===== src/rtl/hd44780_pkg.sv =====
// Shared constants, opcode decode and address helpers for the HD44780 responder.
// DDRAM addresses live in two 40-byte line windows: 0x00-0x27 and 0x40-0x67.
package hd44780_pkg;

   localparam int         DDRAM_DEPTH  = 80;
   localparam logic [6:0] LINE1_END    = 7'h27;
   localparam logic [6:0] LINE2_START  = 7'h40;
   localparam logic [6:0] LINE2_END    = 7'h67;
   localparam logic [6:0] LINE2_OFFSET = LINE2_START - 7'(DDRAM_DEPTH / 2);
   localparam logic [7:0] FILL_CHAR    = 8'h20;
   localparam logic [2:0] FUNC_RESET   = 3'b100;

   localparam int ENTRY_ID_BIT = 1;
   localparam int SHIFT_RL_BIT = 2;
   localparam int SHIFT_SC_BIT = 3;

   typedef enum logic [3:0] {
      OP_NOP, OP_CLEAR, OP_HOME, OP_ENTRY, OP_DISPLAY,
      OP_SHIFT, OP_FUNC, OP_CGRAM, OP_DDRAM
   } op_e;

   typedef enum logic [1:0] {ST_FILL, ST_IDLE, ST_EXEC, ST_BUSY} state_e;

   // The highest set bit of an instruction byte selects the command.
   function automatic op_e decode_op(input logic [7:0] d);
      op_e op;
      casez (d)
         8'b1???_????: op = OP_DDRAM;
         8'b01??_????: op = OP_CGRAM;
         8'b001?_????: op = OP_FUNC;
         8'b0001_????: op = OP_SHIFT;
         8'b0000_1???: op = OP_DISPLAY;
         8'b0000_01??: op = OP_ENTRY;
         8'b0000_001?: op = OP_HOME;
         8'b0000_0001: op = OP_CLEAR;
         default:      op = OP_NOP;
      endcase
      return op;
   endfunction

   function automatic logic [6:0] ac_step(input logic [6:0] ac, input logic inc);
      logic [6:0] nxt;
      if (inc) begin
         if (ac == LINE1_END)      nxt = LINE2_START;
         else if (ac == LINE2_END) nxt = 7'h00;
         else                      nxt = ac + 7'd1;
      end else begin
         if (ac == LINE2_START)    nxt = LINE1_END;
         else if (ac == 7'h00)     nxt = LINE2_END;
         else                      nxt = ac - 7'd1;
      end
      return nxt;
   endfunction

   // Gap addresses snap to the start of the following line window.
   function automatic logic [6:0] norm_addr(input logic [6:0] a);
      logic [6:0] n;
      if (a > LINE1_END && a < LINE2_START) n = LINE2_START;
      else if (a > LINE2_END)               n = 7'h00;
      else                                  n = a;
      return n;
   endfunction

   function automatic logic [6:0] ac_to_idx(input logic [6:0] a);
      return (a < LINE2_START) ? a : a - LINE2_OFFSET;
   endfunction

endpackage


===== src/rtl/hd44780_responder_if.sv =====
// HD44780 parallel bus: initiator drives data/rs/rw/en, responder returns read data.
interface hd44780_bus_if;
   logic [7:0] lcd_data;
   logic       lcd_rs;
   logic       lcd_rw;
   logic       lcd_en;
   logic [7:0] lcd_dout;

   modport master (output lcd_data, lcd_rs, lcd_rw, lcd_en, input lcd_dout);
   modport slave  (input lcd_data, lcd_rs, lcd_rw, lcd_en, output lcd_dout);
endinterface


===== src/rtl/hd44780_responder_ddram_80x8.sv =====
// 80x8 display RAM: one synchronous write port, registered read ports for the bus and the HPS.
module ddram_80x8
   import hd44780_pkg::*;
(
   input  logic       clk,
   input  logic       rst,
   input  logic       we_i,
   input  logic [6:0] waddr_i,
   input  logic [7:0] wdata_i,
   input  logic [6:0] bus_raddr_i,
   output logic [7:0] bus_rdata_o,
   input  logic [6:0] hps_raddr_i,
   output logic [7:0] hps_rdata_o
);

   logic [7:0] mem_q [DDRAM_DEPTH];

   always_ff @(posedge clk) begin
      if (we_i) mem_q[waddr_i] <= wdata_i;
   end

   always_ff @(posedge clk) begin
      if (rst) begin
         bus_rdata_o <= '0;
         hps_rdata_o <= '0;
      end else begin
         bus_rdata_o <= mem_q[bus_raddr_i];
         hps_rdata_o <= mem_q[hps_raddr_i];
      end
   end

endmodule


===== src/rtl/hd44780_responder.sv =====
// HD44780 responder: samples the LCD bus, decodes instructions/data and keeps a DDRAM image
// plus display state, answering bus reads and serving the image to the HPS.
module hd44780_responder
   import hd44780_pkg::*;
#(
   parameter int OP_CYCLES    = 2000,
   parameter int CLEAR_CYCLES = 76500
) (
   input  logic         clk,
   input  logic         rst,
   hd44780_bus_if.slave bus,
   input  logic [6:0]   rd_addr,
   output logic [7:0]   rd_char,
   output logic         busy,
   output logic [6:0]   cur_addr,
   output logic         inc_dir,
   output logic         disp_on,
   output logic         cursor_on,
   output logic         blink_on,
   output logic [2:0]   func_bits,
   output logic         err_busy,
   output logic [15:0]  wr_count
);

   localparam int CNT_MAX = (CLEAR_CYCLES > OP_CYCLES) ? CLEAR_CYCLES : OP_CYCLES;
   localparam int CNT_W   = $clog2(CNT_MAX + 1);
   localparam logic [CNT_W-1:0] OP_LOAD  = CNT_W'(OP_CYCLES);
   localparam logic [CNT_W-1:0] CLR_LOAD = CNT_W'(CLEAR_CYCLES);
   localparam logic [CNT_W-1:0] CNT_ONE  = CNT_W'(1);

   logic             en_q, en2_q, rs_q, rw_q;
   logic [7:0]       data_q;
   state_e           state_q, state_d;
   logic [CNT_W-1:0] cnt_q, cnt_d;
   logic [6:0]       fill_q, fill_d, ac_q, ac_d;
   logic             inc_q, inc_d, err_q, err_d, cg_q, cg_d;
   logic [2:0]       dcb_q, dcb_d, func_q, func_d;
   logic [15:0]      wrc_q, wrc_d;
   logic             cmd_rs_q, cmd_rs_d, cmd_rw_q, cmd_rw_d;
   logic [7:0]       cmd_data_q, cmd_data_d, dout_q, dout_d;
   logic             we, en_rise, en_fall;
   logic [6:0]       waddr;
   logic [7:0]       wdata, bus_rdata;

   assign en_rise = en_q & ~en2_q;
   assign en_fall = en2_q & ~en_q;
   assign busy    = (state_q == ST_FILL) || (state_q == ST_BUSY);

   always_comb begin
      state_d    = state_q;   cnt_d      = cnt_q;    fill_d   = fill_q;
      ac_d       = ac_q;      inc_d      = inc_q;    dcb_d    = dcb_q;
      func_d     = func_q;    err_d      = err_q;    wrc_d    = wrc_q;
      cg_d       = cg_q;      cmd_rs_d   = cmd_rs_q; cmd_rw_d = cmd_rw_q;
      cmd_data_d = cmd_data_q; dout_d    = dout_q;
      we         = 1'b0;      waddr      = fill_q;   wdata    = FILL_CHAR;

      if (en_rise && rw_q) dout_d = rs_q ? bus_rdata : {busy, ac_q};
      if (en_fall && !rw_q && state_q != ST_IDLE) err_d = 1'b1;

      case (state_q)
         ST_FILL: begin
            we     = 1'b1;
            fill_d = fill_q + 7'd1;
            if (cnt_q != '0) cnt_d = cnt_q - CNT_ONE;
            if (fill_q == 7'(DDRAM_DEPTH - 1)) state_d = (cnt_q <= CNT_ONE) ? ST_IDLE : ST_BUSY;
         end
         ST_IDLE: begin
            // Status reads have no side effects; writes and data reads execute.
            if (en_fall && (!rw_q || rs_q)) begin
               cmd_rs_d   = rs_q;
               cmd_rw_d   = rw_q;
               cmd_data_d = data_q;
               state_d    = ST_EXEC;
            end
         end
         ST_EXEC: begin
            state_d = ST_BUSY;
            cnt_d   = OP_LOAD;
            if (!cmd_rs_q) begin
               case (decode_op(cmd_data_q))
                  OP_CLEAR: begin
                     state_d = ST_FILL;
                     fill_d  = '0;
                     cnt_d   = CLR_LOAD;
                     ac_d    = '0;
                     inc_d   = 1'b1;
                  end
                  OP_HOME:    ac_d   = '0;
                  OP_ENTRY:   inc_d  = cmd_data_q[ENTRY_ID_BIT];
                  OP_DISPLAY: dcb_d  = cmd_data_q[2:0];
                  OP_SHIFT:   if (!cmd_data_q[SHIFT_SC_BIT]) ac_d = ac_step(ac_q, cmd_data_q[SHIFT_RL_BIT]);
                  OP_FUNC:    func_d = cmd_data_q[4:2];
                  OP_CGRAM:   cg_d   = 1'b1;
                  OP_DDRAM: begin
                     ac_d = norm_addr(cmd_data_q[6:0]);
                     cg_d = 1'b0;
                  end
                  default: ;
               endcase
            end else if (!cmd_rw_q) begin
               if (!cg_q) begin
                  we    = 1'b1;
                  waddr = ac_to_idx(ac_q);
                  wdata = cmd_data_q;
                  wrc_d = wrc_q + 16'd1;
                  ac_d  = ac_step(ac_q, inc_q);
               end
            end else begin
               ac_d = ac_step(ac_q, inc_q);
            end
         end
         ST_BUSY: begin
            cnt_d = cnt_q - CNT_ONE;
            if (cnt_q <= CNT_ONE) state_d = ST_IDLE;
         end
         default: state_d = ST_FILL;
      endcase
   end

   always_ff @(posedge clk) begin
      if (rst) begin
         en_q     <= 1'b0;  en2_q <= 1'b0;  rs_q <= 1'b0;  rw_q <= 1'b0;  data_q <= '0;
         state_q  <= ST_FILL;  cnt_q <= '0;  fill_q <= '0;  ac_q <= '0;  inc_q <= 1'b1;
         dcb_q    <= '0;  func_q <= FUNC_RESET;  err_q <= 1'b0;  wrc_q <= '0;  cg_q <= 1'b0;
         cmd_rs_q <= 1'b0;  cmd_rw_q <= 1'b0;  cmd_data_q <= '0;  dout_q <= '0;
      end else begin
         en_q     <= bus.lcd_en;  en2_q <= en_q;  rs_q <= bus.lcd_rs;  rw_q <= bus.lcd_rw;
         data_q   <= bus.lcd_data;
         state_q  <= state_d;  cnt_q <= cnt_d;  fill_q <= fill_d;  ac_q <= ac_d;  inc_q <= inc_d;
         dcb_q    <= dcb_d;  func_q <= func_d;  err_q <= err_d;  wrc_q <= wrc_d;  cg_q <= cg_d;
         cmd_rs_q <= cmd_rs_d;  cmd_rw_q <= cmd_rw_d;  cmd_data_q <= cmd_data_d;  dout_q <= dout_d;
      end
   end

   ddram_80x8 u_ddram (
      .clk         (clk),
      .rst         (rst),
      .we_i        (we),
      .waddr_i     (waddr),
      .wdata_i     (wdata),
      .bus_raddr_i (ac_to_idx(ac_q)),
      .bus_rdata_o (bus_rdata),
      .hps_raddr_i (ac_to_idx(norm_addr(rd_addr))),
      .hps_rdata_o (rd_char)
   );

   assign bus.lcd_dout = dout_q;
   assign cur_addr     = ac_q;
   assign inc_dir      = inc_q;
   assign disp_on      = dcb_q[2];
   assign cursor_on    = dcb_q[1];
   assign blink_on     = dcb_q[0];
   assign func_bits    = func_q;
   assign err_busy     = err_q;
   assign wr_count     = wrc_q;

endmodule

===== src/flat_wrapper.sv =====
// flat-port wrapper written by rule: the top's interface ports become plain ports
module hd44780_responder_flat import hd44780_pkg::*;
#(
   parameter int OP_CYCLES    = 2000,
   parameter int CLEAR_CYCLES = 76500
)
  (clk, rst, rd_addr, rd_char, busy, cur_addr, inc_dir, disp_on, cursor_on, blink_on, func_bits, err_busy, wr_count, bus_lcd_data, bus_lcd_rs, bus_lcd_rw, bus_lcd_en, bus_lcd_dout);
  hd44780_bus_if bus_i ();
  input  logic clk;
  input  logic rst;
  input  logic [6:0] rd_addr;
  output logic [7:0] rd_char;
  output logic busy;
  output logic [6:0] cur_addr;
  output logic inc_dir;
  output logic disp_on;
  output logic cursor_on;
  output logic blink_on;
  output logic [2:0] func_bits;
  output logic err_busy;
  output logic [15:0] wr_count;
  input wire logic [$bits(bus_i.lcd_data)-1:0] bus_lcd_data;
  input wire logic [$bits(bus_i.lcd_rs)-1:0] bus_lcd_rs;
  input wire logic [$bits(bus_i.lcd_rw)-1:0] bus_lcd_rw;
  input wire logic [$bits(bus_i.lcd_en)-1:0] bus_lcd_en;
  output wire logic [$bits(bus_i.lcd_dout)-1:0] bus_lcd_dout;
  assign bus_i.lcd_data = bus_lcd_data;
  assign bus_i.lcd_rs = bus_lcd_rs;
  assign bus_i.lcd_rw = bus_lcd_rw;
  assign bus_i.lcd_en = bus_lcd_en;
  assign bus_lcd_dout = bus_i.lcd_dout;
  hd44780_responder #(.OP_CYCLES(OP_CYCLES), .CLEAR_CYCLES(CLEAR_CYCLES)) u_core (.clk(clk), .rst(rst), .bus(bus_i), .rd_addr(rd_addr), .rd_char(rd_char), .busy(busy), .cur_addr(cur_addr), .inc_dir(inc_dir), .disp_on(disp_on), .cursor_on(cursor_on), .blink_on(blink_on), .func_bits(func_bits), .err_busy(err_busy), .wr_count(wr_count));
endmodule

===== config.mk =====
export PLATFORM = sky130hd
export DESIGN_NAME = hd44780_responder_flat
export DESIGN_NICKNAME = d
export VERILOG_FILES = /design/src/rtl/hd44780_pkg.sv /design/src/rtl/hd44780_responder_if.sv /design/src/rtl/hd44780_responder_ddram_80x8.sv /design/src/rtl/hd44780_responder.sv /design/src/flat_wrapper.sv
export SDC_FILE = /design/constraint.sdc
export NUM_CORES = 1
export LEC_CHECK = 0
export CAP_MARGIN = 20
export CORE_MARGIN = 8
export CORE_UTILIZATION = 49
export CTS_BUF_LIST = sky130_fd_sc_hd__clkbuf_4 sky130_fd_sc_hd__clkbuf_8
export DETAILED_ROUTE_END_ITERATION = 6
export GPL_TIMING_DRIVEN = 0
export PLACE_DENSITY_LB_ADDON = 0.25
export SETUP_SLACK_MARGIN = 0.1
export SLEW_MARGIN = 15
export SYNTH_ARGS = -nofsm -noshare
export SYNTH_HDL_FRONTEND = slang
export SYNTH_SLANG_ARGS = --single-unit
export TNS_END_PERCENT = 5

===== constraint.sdc =====
create_clock -name clk -period 4.5 [get_ports clk]
set_input_delay 1.35 -clock clk [delete_from_list [all_inputs] [get_ports clk]]
set_output_delay 1.35 -clock clk [all_outputs]
set_load 0.02 [all_outputs]

Word level (Yosys, flattened, before mapping)
Memories as Yosys holds them, arrays and structs flattened. A register that Yosys moved wholly into a read port is not among the register bits.
Index checks and enable logic that the tools add are counted.
- shift-type cells: 0
- reduce and logical (&&, ||, !) cells: 28
- equality and inequality tests: 31
- div/mod/pow operators: 0
- $lt $le $gt $ge: 9
- bitwise gates (word level): 7
- mux-type cells: 51
- $mul: 0
- $add $sub $neg: 7
- operators with widths (cell ; count):
    $mux 7 ; 22
    $mux 17 ; 3
    $pmux 17 s3 ; 1
    $mux 8 ; 5
    $pmux 4 s8 ; 1
    $lt 7x7->1 const B ; 4
    $eq 7x7->1 const B ; 3
    $pmux 7 s3 ; 1
    $reduce_and 3->1 ; 6
    $le 17x1->1 const B ; 1
    $reduce_bool 17->1 ; 1
    $sub 17x1->17 const B ; 1
    $add 16x1->16 const B ; 1
    $eq 4x3->1 const B ; 4
    $add 7x1->7 const B ; 2
    $gt 7x6->1 const B ; 2
    $gt 7x7->1 const B ; 2
    $pmux 7 s2 ; 1
    $sub 7x5->7 const B ; 2
    $mux 2 ; 6
    $ne 2x2->1 const B ; 5
    $eq 4x1->1 const B ; 2
    $eq 4x2->1 const B ; 2
    $eq 8x1->1 const B ; 1
    29 further kinds ; 54
- memories: 1
- input port bits: 20
- word-level logic and storage cells: 153
- register bits after elaboration: 88
- memory bits (read-only): 0
- bits in latches: 0
- output and inout bits: 48
- memory bits (writable): 640
- memory list (name ; words ; width ; read ports ; clocked after memory_dff ; write ports ; RTL line ; text):
    u_core.u_ddram.mem_q ; 80 ; 8 ; 2 ; 2 ; 1 ; hd44780_responder_ddram_80x8.sv:16 ; logic [7:0] mem_q [DDRAM_DEPTH];

Longest topological paths before layout
- word-level depth: 8
- depth in mapped cells: 12
- gate-level depth less buffers: 8

Cells and area by module
From an unflattened synthesis, not the netlist that was laid out.
- cells, all modules: 2305
- area, all modules: 35841.9 µm²
- by module, submodules not included (module ; instances ; cells an instance ; sequential area each (µm²) ; area an instance (µm²)):
    ddram_80x8 ; 1 ; 1691 ; 19538.7 ; 30817.1
    hd44780_responder ; 1 ; 614 ; 1761.7 ; 5024.8

Least setup slack after synthesis
OpenSTA, ideal clock, no wires.
- kind: reg2reg
- start: reg u_core.state_q[0]
- end: mem u_core.u_ddram.mem_q[0][4], data pin
- data required time: 3.926 ns
- clock period less this slack: 3.478 ns
- data arrival time: 2.904 ns
- path slack: 1.022 ns
- stages on the path, launching flop included: 6
- library setup time: 0.574 ns
- path buffers: 1
- path through: dfxtp_1 -> inv_1 -> ha_1 -> nand4bb_1 -> clkbuf_1 -> nor2_1
- word-level cells in the longest chain between the ends: 2
- ends and longest elaborated chain (what ; RTL line ; text):
    start: declaration ; hd44780_responder.sv:33 ; state_e state_q, state_d;
    start signal: assignment ; hd44780_responder.sv:123 ; state_q <= ST_FILL; cnt_q <= '0; fill_q <= '0; ac_q <= '0; inc_q <= 1'b1;
    start signal: assignment ; hd44780_responder.sv:129 ; state_q <= state_d; cnt_q <= cnt_d; fill_q <= fill_d; ac_q <= ac_d; inc_q <= inc_d;
    $eq 2x2->1 ; hd44780_responder.sv:60 ; case (state_q)
    $mux 8 ; hd44780_responder.sv:60 ;
    named net u_core.u_ddram.wdata_i[4] ; hd44780_responder_ddram_80x8.sv:9 ; input logic [7:0] wdata_i,
    end: declaration ; hd44780_responder_ddram_80x8.sv:16 ;
The timed path passes the listed nets, and every way through them passes these cells.

Worst setup path after layout
- start: reg u_core.ac_q[1], in the netlist u_core.cur_addr[1]
- end: mem u_core.u_ddram.mem_q[50][2], enable pin
- word-level cells in the longest chain between the ends: 6
- elaborated cells between the ends (all ways): 7
- those cells by class: add/sub: 1; order compare: 1; mux: 5
- ends and longest elaborated chain (what ; RTL line ; text):
    start: declaration ; hd44780_responder.sv:35 ; logic [6:0] fill_q, fill_d, ac_q, ac_d;
    start signal: assignment ; hd44780_responder.sv:123 ;
    start signal: assignment ; hd44780_responder.sv:129 ;
    $sub 7x5->7 or $lt 7x7->1 (tied branches) ; hd44780_pkg.sv:65 ; return (a < LINE2_START) ? a : a - LINE2_OFFSET;
    $mux 7 (*) ; hd44780_pkg.sv:65 ;
    $mux 7 (*) ; hd44780_responder.sv:101 ; if (!cg_q) begin
    $mux 7 (*) ; hd44780_responder.sv:100 ; end else if (!cmd_rw_q) begin
    $mux 7 (*) ; hd44780_responder.sv:79 ; if (!cmd_rs_q) begin
    $mux 7 (*) ; hd44780_responder.sv:60 ;
Every way passes the cells marked *; elsewhere a longest branch is shown, timed or not.

==> impl_metrics.tcl <==
set metrics [dict create \
    syn_area_per_cell_um2 14.62 \
    h-tree-depth 3 \
    async_flop_share_pct 0 \
    clk_pin_slew_ps 60 \
    multi_input_area_um2 13630 \
    cp_max_fo 10 \
    crit_type "reg -> reg" \
    cp-end-kind "flop" \
    grt_pass1_wl_um 179700 \
    die_w_um 285.9 \
    num_io_pins 68 \
    relSlewSlack_pct 17.28 \
    synth-compound-area-share_pct 9.700 \
    synth_cells 2442 \
    use_met1_pct 37.78 \
    yosysMostFrequentCell "edfxtp_1" \
    hold_class "reg -> reg" \
    grt_max_degree 81 \
    coreArea_um2 72590 \
    netlist_top_cells_count "640 x edfxtp_1, 249 x mux4_2, 223 x nor2_1, 135 x a21oi_1, 128 x nand2_1" \
    hold_viol_final 0 \
    synth-seq-cells 744 \
    drv_cap 0 \
    tritoncts "done" \
    synth_edf_count 640 \
    regArea_um2 21300 \
    synth_ff_type "edfxtp_1" \
    dp_hpwl_um 89700 \
    vias 25740 \
    die_y_um 285.9 \
    worstPathArrival_ps 5050 \
    synth_nets 2477 \
    layout-drive-gt1-share_pct 23.04 \
    placementRows 99 \
    ir_drop_mv 0.3005 \
    use_met2_pct 45.53 \
    yosys.area_share.simple_pct 7.471 \
    rsz0062_at_grt "true" \
    worst_pin_slew_ps 1236 \
    setup_viol 248 \
    grt_pass1_vias 25720 \
    reg2reg_from "u_core.cur_addr[1]" \
    cts_buffers 119 \
    routabilityCongestion 1.014 \
    cts-root-buf "clkbuf_8" \
    min_from "u_core.data_q[0]" \
    maxSlewViolCount 0 \
    cp-start-kind "flop" \
    grt_antenna_before_repair 5 \
    cts.sinks 744 \
    seq_area_frac_synth_pct 59.66 \
    ys_warn_count 0 \
    clk_path_buf_depth 3 \
    synth_top_area_cell "edfxtp_1" \
    min_period_ps 4700 \
    synthTopCellsByArea "edfxtp_1 54%, mux4_2 16%, dfxtp_1 5.8%" \
    wl_per_cell_um 33.77 \
    reg2reg_slack_ps -200 \
    reg2reg_depth 8 \
    power_density_nw_per_um2 403.6 \
    final_min_period_over_clock_period_pct 104.4 \
    port_buffers 67 \
    met3_usage_pct 10.10 \
    yosys.area_share.xor_xnor_pct 0.9812 \
    place_ws_ps -1314 \
    drt_iter0_drc 4175 \
    nFillCells 5731 \
    yosysTopAreaCellShare_pct 53.83 \
    clkLatencyLatePin_ps 770 \
    synthDistinctLibCells 83 \
    critical_path_required_ps 4850 \
    viasPerCell 6.944 \
    firstDrtPassIters 7 \
    finalClockSkew_ps 48.72 \
    die-area_um2 81760 \
    ant_nets 0 \
    violations "DRC, setup timing" \
    overflow 0 \
    leakage_nw 12.00 \
    hold_path_end "u_core.cmd_data_q[0]" \
    final_core_util_pct 55.96 \
    min_path_cells 2 \
    synthAdderAreaFrac_pct 0.5257 \
    synthesis.area_um2 35700 \
    area_delta_synth_final_pct 13.78 \
    drt_wl_total_um 125200 \
    r2r-end "u_core.u_ddram.mem_q[50][2]" \
    route.detailed.drc 2 \
    grt_usage_pct 29.98 \
    busiest_layer "met2" \
    cts_setup_buffers 0 \
    status "finished with violations" \
    synthMuxAreaShare_pct 18.95 \
    fin_nets 2675 \
    fin_ws_ps -199.9 \
    fmax_mhz 212.8 \
    synth_top_family_by_area "multiplexers" \
    start_util_pct 49.19 \
]
[layout make-up]
cell class / instances / share of cell area (%)
Clock inverter: 61 / 1.383
Antenna cell: 5 / 0.03080
Buffer: 183 / 2.101
Timing Repair Buffer: 77 / 2.125
Tap cell: 959 / 2.954
Clock buffer: 163 / 5.061
Multi-Input combinational cell: 1475 / 33.54
Inverter: 40 / 0.3696
Sequential cell: 744 / 52.43
[critical path, cell delays in order, from the launching register on]
cell	delay, ps
dfxtp_1	450
buf_2	430
buf_4	300
buf_4	300
buf_4	320
clkinv_1	430
o31ai_1	450
nand2_1	630
nor2_1	950
[how the worst max path moves through the flow]
stage,end,from,depth (start not counted),slack (ps)
5_1_grt,u_core.u_ddram.mem_q[59][6],u_core.cur_addr[1],8,-130
4_1_cts,u_core.u_ddram.mem_q[3][6],u_core.cur_addr[1],8,30
3_5_place_dp,u_core.u_ddram.hps_rdata_o[4],rd_addr[0],10,-1310
2_1_floorplan,u_core.u_ddram.mem_q[0][4],u_core.state_q[0],5,1020
3_3_place_gp,u_core.u_ddram.mem_q[62][4],u_core.state_q[0],5,-1340
6_report,u_core.u_ddram.mem_q[50][2],u_core.cur_addr[1],8,-200
[registers in the layout, summed over array words and instances (netlist names)]
| register | cells |
|---|---|
| u_core.cmd_rs_q | 1 |
| u_core.bus.lcd_dout | 8 |
| u_core.u_ddram.bus_rdata_o | 8 |
| u_core.cnt_q | 17 |
| u_core.wr_count | 16 |
| u_core.func_bits | 3 |
| u_core.err_busy | 1 |
| u_core.state_q | 2 |
| u_core.u_ddram.mem_q | 640 |
| u_core.data_q | 8 |
| u_core.cg_q | 1 |
| u_core.rw_q | 1 |
| u_core.dcb_q | 3 |
| u_core.fill_q | 7 |
| u_core.inc_dir | 1 |
| u_core.en_q | 1 |
| u_core.cur_addr | 7 |
| u_core.rs_q | 1 |
| u_core.cmd_data_q | 8 |
| u_core.en2_q | 1 |
| u_core.cmd_rw_q | 1 |
| u_core.u_ddram.hps_rdata_o | 8 |
[cells in the final DEF, fill, tap and decap left out, types with 14 or more instances in the layout]
cell / n
edfxtp_1: 640
mux4_2: 249
nor2_1: 212
a21oi_1: 135
clkbuf_8: 133
nand2_1: 127
dfxtp_1: 104
mux2i_1: 91
clkbuf_1: 68
clkdlybuf4s50_1: 67
buf_2: 64
o21ai_0: 58
o221ai_1: 50
inv_1: 38
nand3_1: 37
clkbuf_4: 33
nor2b_1: 26
nand2b_1: 25
clkinv_1: 24
a211oi_1: 24
nor3_1: 23
mux2_2: 22
clkbuf_2: 20
clkinv_2: 20
xnor2_1: 19
xor2_1: 19
nand4_1: 19
a221oi_1: 18
buf_1: 17
and3_1: 16
a2111oi_0: 15
o211ai_1: 15
ha_1: 15
a31oi_1: 14
[power breakdown]
group          internal (mW)  switching (mW)  leakage [nW]  total, mW
Combinational          0.721            1.54          4.76       2.26
Sequential              7.61           0.143          5.86       7.75
Clock                   3.55            2.84          1.38       6.38
Total                   11.9            4.52          12.0       16.4
[layer usage]
metal	vias up	routed length, um
li1	10310	-
met1	12790	44820
met2	2163	55740
met3	474	16910
met4	4	7706
met5	-	23
[repair_timing]
action                                  in CTS  in global routing
hold buffers                                 0                  0
endpoints found under the setup margin      70                339
pin swaps                                    0                  0
gates resized for setup                     21                 51
[through the flow]
stage	cells	TNS [ps]	instance area (um^2)	hold slack, ps	total power, mW
6_report	3707	-25130	40620	466.5	16.39
3_5_place_dp	3478	-8905	37810	456.2	10.03
4_1_cts	3702	0	40500	469.3	16.29
5_1_grt	3705	-10340	40620	513.1	16.79
3_3_place_gp	3468	-469010	37570	450.6	9.984
2_1_floorplan	2442	0	35700	436.5	9.191
[kinds of logic after synthesis]
kind of cell / count (synthesis)
and+or+nand+nor: 568
muxes: 362
AOI/OAI and AO/OA: 490
buffers and inverters: 223
DFF: 744
adders and majority gates: 15
xor gates and xnor gates: 40
(Power assumes the default switching activity.)
==> RTL change (same flow settings) <==
`SHIFT_RL_BIT`: 2 -> 1.
--- a/src/rtl/hd44780_pkg.sv
+++ b/src/rtl/hd44780_pkg.sv
@@ -12,5 +12,5 @@
 
    localparam int ENTRY_ID_BIT = 1;
-   localparam int SHIFT_RL_BIT = 2;
+   localparam int SHIFT_RL_BIT = 1;
    localparam int SHIFT_SC_BIT = 3;
 
Formal check against the unedited RTL: no difference found for any inputs over 10 cycles, from zero or initial values and one cycle with rst high; that may be too few to reach the edited logic, so the function may still have changed.
==> RTL change against the original RTL <==
  * Area after synthesis shrank 0.29%
  * Design area grew 0.72%
  * Setup slack gained 0.096 ns
  * The flow still finishes with violations (DRC, setup timing)
  * Sequential cell count is the same
  * Via count grew 1.9%
  * Routed wire length grew 1.5%
  * Sequential share of layout area shrank 0.38 points
  * Power shrank 1.3%
==> RTL change: results (changes against the original RTL) <==
** STA
- The max-slew headroom at the worst pin came to 0.181 (+0.00841).
- The final worst slack is -0.104 ns (+0.0956 ns).
- The count of endpoints failing setup in the final report is 14 (-94%).
- The summed negative setup slack over all endpoints came to -0.419 ns (+24.71 ns).
- Clk_skew :: 0.0494 ns (+0.000637 ns)

** Global routing
- Global-route wire length before repair :: 181000 um (+0.63%)
- Antenna violations before repair :: 11 (+6)
- Total Routing Usage GR :: 0.303 (+0.00314)

** Finish
- Count of antenna diodes in the layout :: 8 (+3)
- Fraction of layout cells with a size suffix above 1 :: 0.250 (+0.0193)
- Post-route core utilization :: 0.565 (+0.00501)
- The net count reported at finish was 2695 (+0.75%).
- Clock distribution area overhead in the final layout :: 0.0613 (-0.00318)
- Non-filler cells, final :: 3726 (+0.51%)
- Clock tree buffer count of the final layout :: 181 (+11%)
- The final sequential cell count was 744 (unchanged).
- Multi-input combinational gate total :: 1485 (+0.68%)
- Plain + repair buffers :: 268 (+3.1%)
- The fill cell total of the finished layout came to 5747 (+0.28%).

** Place
- The total of buffers placed on input and output ports is 66 (-1.5%).
- The placed wire-length estimate after detailed placement was 90400 um (+0.80%).
- The instance area at placement is 0.0377 mm2 (-0.28%).
- The instance count after placement with tap cells included was 3495 (+0.49%).

** Clock network
- Num CTS Buffers :: 120 (+0.84%)

** Pwr
- Power in combinational cells :: 0.00231 W (+2%)
- The internal power component was 0.0116 W (-1.9%).
- The static leakage came to 12.0 nW (+0.23%).
- The worst vdd rail ir drop is 0.000323 V (+7.4%).
- Ratio of total power to cell area :: 396 mW/mm2 (-2.0%)

** Setup path
- The startpoint identified for the worst register-to-register timing path is u_core.cur_addr[2].
- Worst setup path end :: u_core.u_ddram.hps_rdata_o[0]
- Delay of the slowest cell on the worst path :: 0.71 ns (-0.24 ns)
- Worst reg2reg setup slack :: -0.03 ns (+0.17 ns)
- Library cell contributing the largest single delay on the critical path :: clkbuf_1
- In this run the worst setup path begins at rd_addr[0].

** Worst hold path
- Hold path startpoint :: u_core.data_q[4]

** Logic synthesis
- Number of library cell types mapped by synthesis :: 74 (-11%)
- The net count after synthesis was 2493 (+0.65%).
- The average cell area after synthesis is 14.5 um2 (-0.94%).
- Most frequent cells after synthesis :: edfxtp_1 (640), mux4_2 (249), nor2_1 (221)
- The compound-cell area share of the yosys netlist came to 0.0960 (-0.000986).
- The share of the synthesized netlist area taken by xor and xnor gates was 0.00959 (-0.000218).
- The multiplexer area fraction after synthesis came to 0.190 (+0.000265).
- The share of the yosys chip area belonging to registers came to 0.598 (+0.00172).

** Routing
- Number of DRC markers after the initial detailed-route iteration :: 4944 (+18%)
- DRC viols :: 5 (+3)

** Outcome
- Run status :: finished with violations
- The final reports fail on DRC, setup timing.
## RTL change: cell count changes after synthesis, moves of 5 or more
cell / before / now
a211oi_1: 29 / 24
and2_1: 7 / 12
buf_1: 21 / 40
buf_2: 63 / 19
buf_4: 12 / 0
clkbuf_1: 86 / 129
nor3_1: 29 / 46
xnor2_1: 21 / 16
## RTL change: through the flow
step           hold WS (ns)  worst slack, ns
6_report              0.477           -0.104
5_1_grt               0.510           -0.124
4_1_cts               0.479          -0.0647
3_5_place_dp          0.466            -1.80
3_3_place_gp          0.446            -1.80
2_1_floorplan         0.441            0.890
## RTL change: timing repair
action                     CTS  global route
pin swaps                    0             1
gates resized for setup    152            91
gates cloned                 0             0
setup endpoints to repair  653           511
## RTL change: metal layers
| metal | part of all wire | routed length, um | track usage |
|---|---|---|---|
| met1 | 0.35 | 44500 | 0.385 |
| met2 | 0.44 | 56100 | 0.459 |
| met3 | 0.15 | 18500 | 0.103 |
| met4 | 0.063 | 8010 | 0.160 |
| met5 | 0.00021 | 27 | 0 |
